## src/rtl/seg7_scan_ctrl.sv

```systemverilog
// rtl/seg7_scan_ctrl.sv - time-multiplexed 7-segment scan controller with double-buffered digit frame
// Define SEG7_DIM_EN to add the bright[3:0] input that shortens each digit's lit time.
module seg7_scan_ctrl #(
  parameter int NUM_DIGITS   = 4,
  parameter int CLK_DIV      = 100000,
  parameter int BLANK_CYCLES = 16
) (
  input  logic                    clk,
  input  logic                    rst,
  input  logic [5*NUM_DIGITS-1:0] digits_in,
  input  logic                    load,
  input  logic [NUM_DIGITS-1:0]   dig_en,
`ifdef SEG7_DIM_EN
  input  logic [3:0]              bright,
`endif
  output logic [4:0]              dec_code,
  output logic [NUM_DIGITS-1:0]   anode_n,
  output logic                    frame_done
);

  localparam int CNT_MAX = (CLK_DIV > BLANK_CYCLES) ? CLK_DIV : BLANK_CYCLES;
  localparam int CW      = (CNT_MAX > 1) ? $clog2(CNT_MAX) : 1;
  localparam int IW      = (NUM_DIGITS > 1) ? $clog2(NUM_DIGITS) : 1;

  localparam logic [CW-1:0] BLANK_LAST = CW'(BLANK_CYCLES - 1);
  localparam logic [CW-1:0] DRIVE_LAST = CW'(CLK_DIV - 1);
  localparam logic [IW-1:0] IDX_LAST   = IW'(NUM_DIGITS - 1);
  localparam logic [4:0]    CODE_DASH  = 5'h10;

  typedef enum logic {
    ST_BLANK,
    ST_DRIVE
  } state_t;

  state_t        state;
  logic [IW-1:0] idx;
  logic [CW-1:0] cnt;
  logic [4:0]    active  [NUM_DIGITS];
  logic [4:0]    pending [NUM_DIGITS];

  logic [IW-1:0] idx_next;
  logic          frame_wrap;
  logic          lit_entry;
  logic          lit_next;
  logic [4:0]    boundary_code0;

  assign frame_wrap = (idx == IDX_LAST);
  assign idx_next   = frame_wrap ? '0 : idx + 1'b1;

  // A load landing on the boundary cycle goes straight to the new active frame.
  assign boundary_code0 = load ? digits_in[4:0] : pending[0];

`ifdef SEG7_DIM_EN
  localparam int unsigned DIM_STEP = CLK_DIV / 16;
  logic [3:0] bright_q;

  assign lit_entry = (DIM_STEP != 32'd0);
  assign lit_next  = (32'(cnt) + 32'd1) < ((32'(bright_q) + 32'd1) * DIM_STEP);
`else
  assign lit_entry = 1'b1;
  assign lit_next  = 1'b1;
`endif

  function automatic logic [NUM_DIGITS-1:0] drive_mask(
    input logic [IW-1:0]         sel,
    input logic [NUM_DIGITS-1:0] en,
    input logic                  lit
  );
    logic [NUM_DIGITS-1:0] m;
    m = '1;
    if (lit) m[sel] = ~en[sel];
    return m;
  endfunction

  // Outputs are registered from the next state so they line up with state/cnt.
  always_ff @(posedge clk or posedge rst) begin
    if (rst) begin
      state      <= ST_BLANK;
      idx        <= '0;
      cnt        <= '0;
      anode_n    <= '1;
      dec_code   <= CODE_DASH;
      frame_done <= 1'b0;
      for (int i = 0; i < NUM_DIGITS; i++) begin
        active[i]  <= CODE_DASH;
        pending[i] <= CODE_DASH;
      end
`ifdef SEG7_DIM_EN
      bright_q   <= 4'hf;
`endif
    end else begin
      frame_done <= 1'b0;
      if (load) begin
        for (int i = 0; i < NUM_DIGITS; i++) pending[i] <= digits_in[5*i +: 5];
      end
      case (state)
        ST_BLANK: begin
          dec_code <= active[idx];
          if (cnt == BLANK_LAST) begin
            state   <= ST_DRIVE;
            cnt     <= '0;
            anode_n <= drive_mask(idx, dig_en, lit_entry);
`ifdef SEG7_DIM_EN
            bright_q <= bright;
`endif
          end else begin
            cnt     <= cnt + 1'b1;
            anode_n <= '1;
          end
        end
        ST_DRIVE: begin
          if (cnt == DRIVE_LAST) begin
            state   <= ST_BLANK;
            cnt     <= '0;
            anode_n <= '1;
            idx     <= idx_next;
            if (frame_wrap) begin
              frame_done <= 1'b1;
              dec_code   <= boundary_code0;
              for (int i = 0; i < NUM_DIGITS; i++) begin
                active[i] <= load ? digits_in[5*i +: 5] : pending[i];
              end
            end else begin
              dec_code <= active[idx_next];
            end
          end else begin
            cnt     <= cnt + 1'b1;
            anode_n <= drive_mask(idx, dig_en, lit_next);
          end
        end
        default: begin
          state   <= ST_BLANK;
          cnt     <= '0;
          anode_n <= '1;
        end
      endcase
    end
  end

endmodule

```

## config.mk

```make
export PLATFORM = sky130hd
export DESIGN_NAME = seg7_scan_ctrl
export DESIGN_NICKNAME = d
export VERILOG_FILES = /design/src/rtl/seg7_scan_ctrl.sv
export SDC_FILE = /design/constraint.sdc
export NUM_CORES = 1
export LEC_CHECK = 0
export BUFFER_PORTS_ARGS = -buffer_cell sky130_fd_sc_hd__buf_2
export CAP_MARGIN = 0
export CORE_UTILIZATION = 30
export CTS_CLUSTER_SIZE = 10
export DETAILED_ROUTE_END_ITERATION = 10
export GPL_ROUTABILITY_DRIVEN = 0
export HOLD_SLACK_MARGIN = 0.08
export PLACE_DENSITY = 0.56
export SYNTH_ARGS = -nofsm -noshare
export SYNTH_HDL_FRONTEND = slang
export SYNTH_SLANG_ARGS = --single-unit
export TNS_END_PERCENT = 20
```

## constraint.sdc

```tcl
create_clock -name clk -period 3.8 [get_ports clk]
set_input_delay 0.38 -clock clk [delete_from_list [all_inputs] [get_ports clk]]
set_output_delay 0.38 -clock clk [all_outputs]
set_load 0.02 [all_outputs]
```

==> results of run 1 <==
[cells in the mapped netlist (2+ instances only)]
library cell  instances
mux2i_1               9
nor3_1                2
a31oi_1               2
dfstp_2              13
nor2b_1               3
nand3_1               9
or4_4                 2
nand2_1               9
mux4_2                6
ha_1                  5
nand4_1               3
nor4_1                2
inv_1                 6
a21oi_1               3
buf_2                 3
buf_6                 2
o21ai_0               8
nor2_1               17
or2_2                 2
dfrtp_1              57
and4_1                9
o31ai_1               3
xnor2_1               7
and3_1                4
clkbuf_1              7
mux2_2               46
xor2_1                7
[registers in the layout (all words and copies together), names as in the netlist]
name        flops
pending        20
active         20
cnt            17
frame_done      1
anode_n         4
dec_code        5
idx             2
state           1
[routing by layer]
metal	vias up	track usage
met3	8	0.0424
met4	0	0.0440
met2	29	0.194
met5	-	0
met1	1070	0.155
li1	1004	-
[per-stage QoR]
step	hold slack [ns]	utilization
detailed placement	0.483	0.334
CTS	0.257	0.352
global placement	0.475	0.334
global route	0.247	0.352
finish	0.230	0.352
floorplan	0.448	-
[final cells by class]
type / instances / share of cell area
timing repair buffer: 37 / 0.0492
sequential: 70 / 0.464
clock buffer: 10 / 0.0335
multi-input combinational: 170 / 0.384
clock inverter: 6 / 0.0167
inverter: 7 / 0.00689
tap: 140 / 0.0459
[where the power goes]
group / switching, mW / leakage, nW / internal (mW)
combinational: 0.0364 / 0.690 / 0.0314
clock: 0.284 / 0.0923 / 0.302
sequential: 0.00483 / 0.881 / 0.770
[kinds of logic after synthesis]
logic type	synth area share
DFF	0.531
and+or+nand+nor	0.117
muxes	0.223
AOI/OAI and AO/OA	0.0444
buffers and inverters	0.0282
xor gates and xnor gates	0.0369
adders and majority gates	0.0188
[worst register-to-register path: stages, from the launching register on]
cell     delay, ns
dfrtp_1       0.78
ha_1          0.43
and4_1        0.81
mux2_2        0.42
[worst min path at each step]
stage                             from     endpoint  slack [ns]  cells past startpoint
after floorplan                 cnt[0]       cnt[0]        0.45                      1
after global placement          cnt[0]       cnt[0]        0.48                      1
after detailed placement        cnt[0]       cnt[0]        0.48                      1
after CTS                 digits_in[6]  pending[11]        0.26                      2
after global routing      digits_in[5]  pending[10]        0.25                      2
final                              rst  pending[10]        0.23                      2
==> metrics.txt, run 1 <==
Final WS setup=1.25 ns; status=complete, no violations; clk root buf=clkbuf_8; non-filler instance count after layout=440; Levels on crit path=3; critical-path cell list=ha_1 > and4_1 > mux2_2; die area=11500 sq um; syn nets=292; CTS tree=done; R2R Setup Slk=1.25 ns; Core ar.=10800 sq um; Met2 Wirelength=3.05 mm; Yosys warning count=0; Die Span X=107 microns; RSZ-0062 raised after global routing=no; Port Buffers=36; clock-pin transition on the worst setup and hold timing paths=0.09 ns; Worst EP required=4.03 ns; CP top delay family=simple AND/OR/NAND/NOR gates; ys async rst share=1.00; PostCTS Resize Cnt=0; area grow syn2layout=14.6%; pin count of the biggest net entering global routing=48; Antenna Nets Post-Route=0; first-pass GRT wire length=10.7 mm; grt total ovfl=0; Post-Syn Area=3330 sq um; # setup viols final=0; WL/cell=14.5 microns; RR Endpoint=active[2]; post-route clock period utilization=0.672; sequential cell area=1770 sq um; critical path class=reg2reg; library cells used by synthesis=41; peak supply drop=0.000309 V; HPWL after DPL=4.51 mm; 1st-pass router iterations=4; Worst setup EP type=flop; Post-synth EDFFs=0; Period minus WS final=2.55 ns; cts hold-fix bufs=0; synth top area cells=dfrtp_1 43%, mux2_2 16%, dfstp_2 10%, mux4_2 4.1%, mux2i_1 2.7%; Least-Margin Pin Slew=0.949 ns; DP Area=3620 sq um; clk buf depth=2; Antenna Cells=0; cts bufs inserted=9; crit path buf inv count=0; vias in the first global route=2127; Met3 Routed Length=233 microns; WP data arrival=2.79 ns; Seq cells post-synth=70; Placed Cells=424; Synth Instances=260; H-Tree Depth=3; Die Y-Extent=107 microns; final hold viol count=0; DR vias=2111; layout cells sized above 1=0.417; crit path capture=active[2]; Layout Nets=327; Slew HR=0.366; final setup TNS=0 ns; R2R depth=3; largest stage delay on the critical path=0.81 ns; top sig layer=met4; Vias/cell=4.80; drt total wl=6.37 mm; Synth area leader=dfrtp_1; skew final=0.0146 ns; multi-input logic area=1470 sq um; worst slack at placement=1.19 ns; Max Slew Vio Count=0; Worst R2R Start=idx[0]; wire length on met1=3.00 mm; Starting Density=0.307; Max Fclk=392 MHz; clk_lat worst skew=0.36 ns; # Post-CTS Setup Buffers=0; Startpoint Class=flop; Detailed Route Iter0 Violations=79; top cell type's share of synthesized area=0.429; DRC viols=0; Top Ports=37; total power=1.43 mW; Seq/Total Area, Yosys=0.531; min-delay worst type=in2async; most frequent cells in the layout=57 x dfrtp_1, 46 x mux2_2, 36 x buf_2, 17 x nor2_1, 13 x dfstp_2; Layout fillers=1095; max_cap viols=0; initial antenna violation count=0; Primary FF master, synth=dfrtp_1; clk sinks=70; crit path max fanout=20; std cell rows=38; Mapped Avg Cell Area=12.8 sq um; most common cell after layout, fill and taps aside=dfrtp_1; gr usage total=0.123; Pwr Density=375 nW/um^2; Setup crit start=idx[0]; final instance area=3810 sq um; LEAKAGE=1.66 nW; Worst path slowest cell=and4_1
No activity file was read; power rests on OpenSTA's default activity.
==> run 2: changes to the inputs <==
--- a/config.mk
+++ b/config.mk
@@ -12,7 +12,7 @@
 export DETAILED_ROUTE_END_ITERATION = 10
 export GPL_ROUTABILITY_DRIVEN = 0
 export HOLD_SLACK_MARGIN = 0.08
-export PLACE_DENSITY = 0.56
+export PLACE_DENSITY = 0.58
 export SYNTH_ARGS = -nofsm -noshare
 export SYNTH_HDL_FRONTEND = slang
 export SYNTH_SLANG_ARGS = --single-unit
==> constraint.sdc (replaced) <==
create_clock -name clk -period 2.2 [get_ports clk]
set_input_delay 0.22 -clock clk [delete_from_list [all_inputs] [get_ports clk]]
set_output_delay 0.22 -clock clk [all_outputs]
set_load 0.02 [all_outputs]
==> run 2 against run 1 <==
  * Flip-flop and latch count stayed put
  * Hold slack worse by 0.11 ns
  * Total power grew 75%
  * Clock power up 77%
  * Largest cell class unchanged
  * Global-route usage grew 0.58 points
  * First-iteration DRC count down 3.8%
==> metrics.txt, run 2 (synthesis results as in run 1) <==
status=complete, no violations; Layout fillers=1091; Detailed Route Iter0 Violations=76; Max Slew Vio Count=0; Core ar.=10800 sq um; biggest regs=active (20), pending (20), cnt (17); most frequent cells in the layout=57 x dfrtp_1, 46 x mux2_2, 36 x buf_2, 17 x nor2_1, 13 x dfstp_2; Antenna Cells=0; H-Tree Depth=3; drt total wl=6.52 mm; die area=11500 sq um; # Post-CTS Setup Buffers=0; Placed Cells=435; crit path buf inv count=1; Worst path slowest cell=or4_4; Worst EP required=2.44 ns; clk root buf=clkbuf_8; Startpoint Class=flop; vias in the first global route=2183; final hold viol count=0; cts bufs inserted=9; grt total ovfl=0; initial antenna violation count=0; post-route clock period utilization=0.937; Least-Margin Pin Slew=0.592 ns; final setup TNS=0 ns; pin count of the biggest net entering global routing=45; clock-pin transition on the worst setup and hold timing paths=0.08 ns; crit path max fanout=8; WL/cell=14.4 microns; total power=2.50 mW; Die Y-Extent=107 microns; DRC viols=0; HPWL after DPL=4.70 mm; Worst setup EP type=flop; largest stage delay on the critical path=0.56 ns; std cell rows=38; Port Buffers=36; Antenna Nets Post-Route=0; Pwr Density=636 nW/um^2; clk buf depth=2; WP data arrival=2.30 ns; most common cell after layout, fill and taps aside=dfrtp_1; layout cells sized above 1=0.439; Die Span X=107 microns; min-delay worst type=in2reg; CTS tree=done; Vias/cell=4.74; max_cap viols=0; Top Ports=37; CP top delay family=simple AND/OR/NAND/NOR gates; Max Fclk=485 MHz; clk sinks=70; LEAKAGE=1.74 nW; clk_lat worst skew=0.35 ns; Starting Density=0.307; skew final=0.00959 ns; # setup viols final=0; critical path class=reg2reg; RSZ-0062 raised after global routing=no; peak supply drop=0.000267 V; DR vias=2144; Slew HR=0.605; Layout Nets=339; first-pass GRT wire length=11.2 mm; non-filler instance count after layout=452; 1st-pass router iterations=4; critical-path cell list=or4_4 > nor4_2 > and4_1 > buf_4 > mux2_2; Period minus WS final=2.06 ns; gr usage total=0.129; area grow syn2layout=18.1%
## run 2: worst register-to-register path: stages (launching register included)
cell and delay [ns]:
dfrtp_1 0.43, or4_4 0.56, nor4_2 0.17, and4_1 0.26, buf_4 0.19, mux2_2 0.35
## run 2: final cells by class
| cell class | instances | area (sq um) | area share |
|---|---|---|---|
| Sequential cell | 70 | 1770 | 0.450 |
| Multi-Input combinational cell | 170 | 1470 | 0.373 |
| Timing Repair Buffer | 49 | 297 | 0.0755 |
| Tap cell | 140 | 175 | 0.0446 |
| Clock buffer | 10 | 138 | 0.0350 |
| Clock inverter | 6 | 61.3 | 0.0156 |
| Inverter | 7 | 26.3 | 0.00669 |
## run 2: repair_timing
item,CTS,global route
resized for setup,0,1
setup endpoints to repair,0,12
hold endpoints to repair,26,0
hold buffers,1,0
## run 2: final timing paths
path	end	start	cells after the start	slack, ns
max	active[17]	cnt[11]	5	0.14
min	pending[9]	digits_in[14]	2	0.12
max reg2reg	active[17]	cnt[11]	5	0.14
min reg2reg	pending[6]	pending[6]	1	0.50
max in group asynchronous	anode_n[3]	rst	4	1.02
min in group asynchronous	pending[1]	rst	3	0.48
## run 2: metal layers
| metal | routed length [microns] | global-route usage |
|---|---|---|
| met1 | 3040 | 0.166 |
| met2 | 3170 | 0.204 |
| met3 | 203 | 0.0381 |
| met4 | 97 | 0.0470 |
| met5 | 0 | 0 |
## run 2: power by group
part | internal, mW | leakage (nW) | total, mW | switching [mW]
Combinational | 0.0581 | 0.758 | 0.124 | 0.0655
Clock | 0.550 | 0.102 | 1.04 | 0.486
Sequential | 1.33 | 0.881 | 1.34 | 0.00842
## run 2: through the flow
stage          hold WS [ns]  cell area, sq um  setup WS, ns  utilization
3_5_place_dp          0.324              3720         0.113        0.343
3_3_place_gp          0.315              3720         0.134        0.343
2_1_floorplan         0.384              3330        0.0455            -
4_1_cts              0.0978              3930        0.0933        0.362
5_1_grt               0.107              3930       0.00247        0.363
6_report              0.117              3930         0.138        0.363
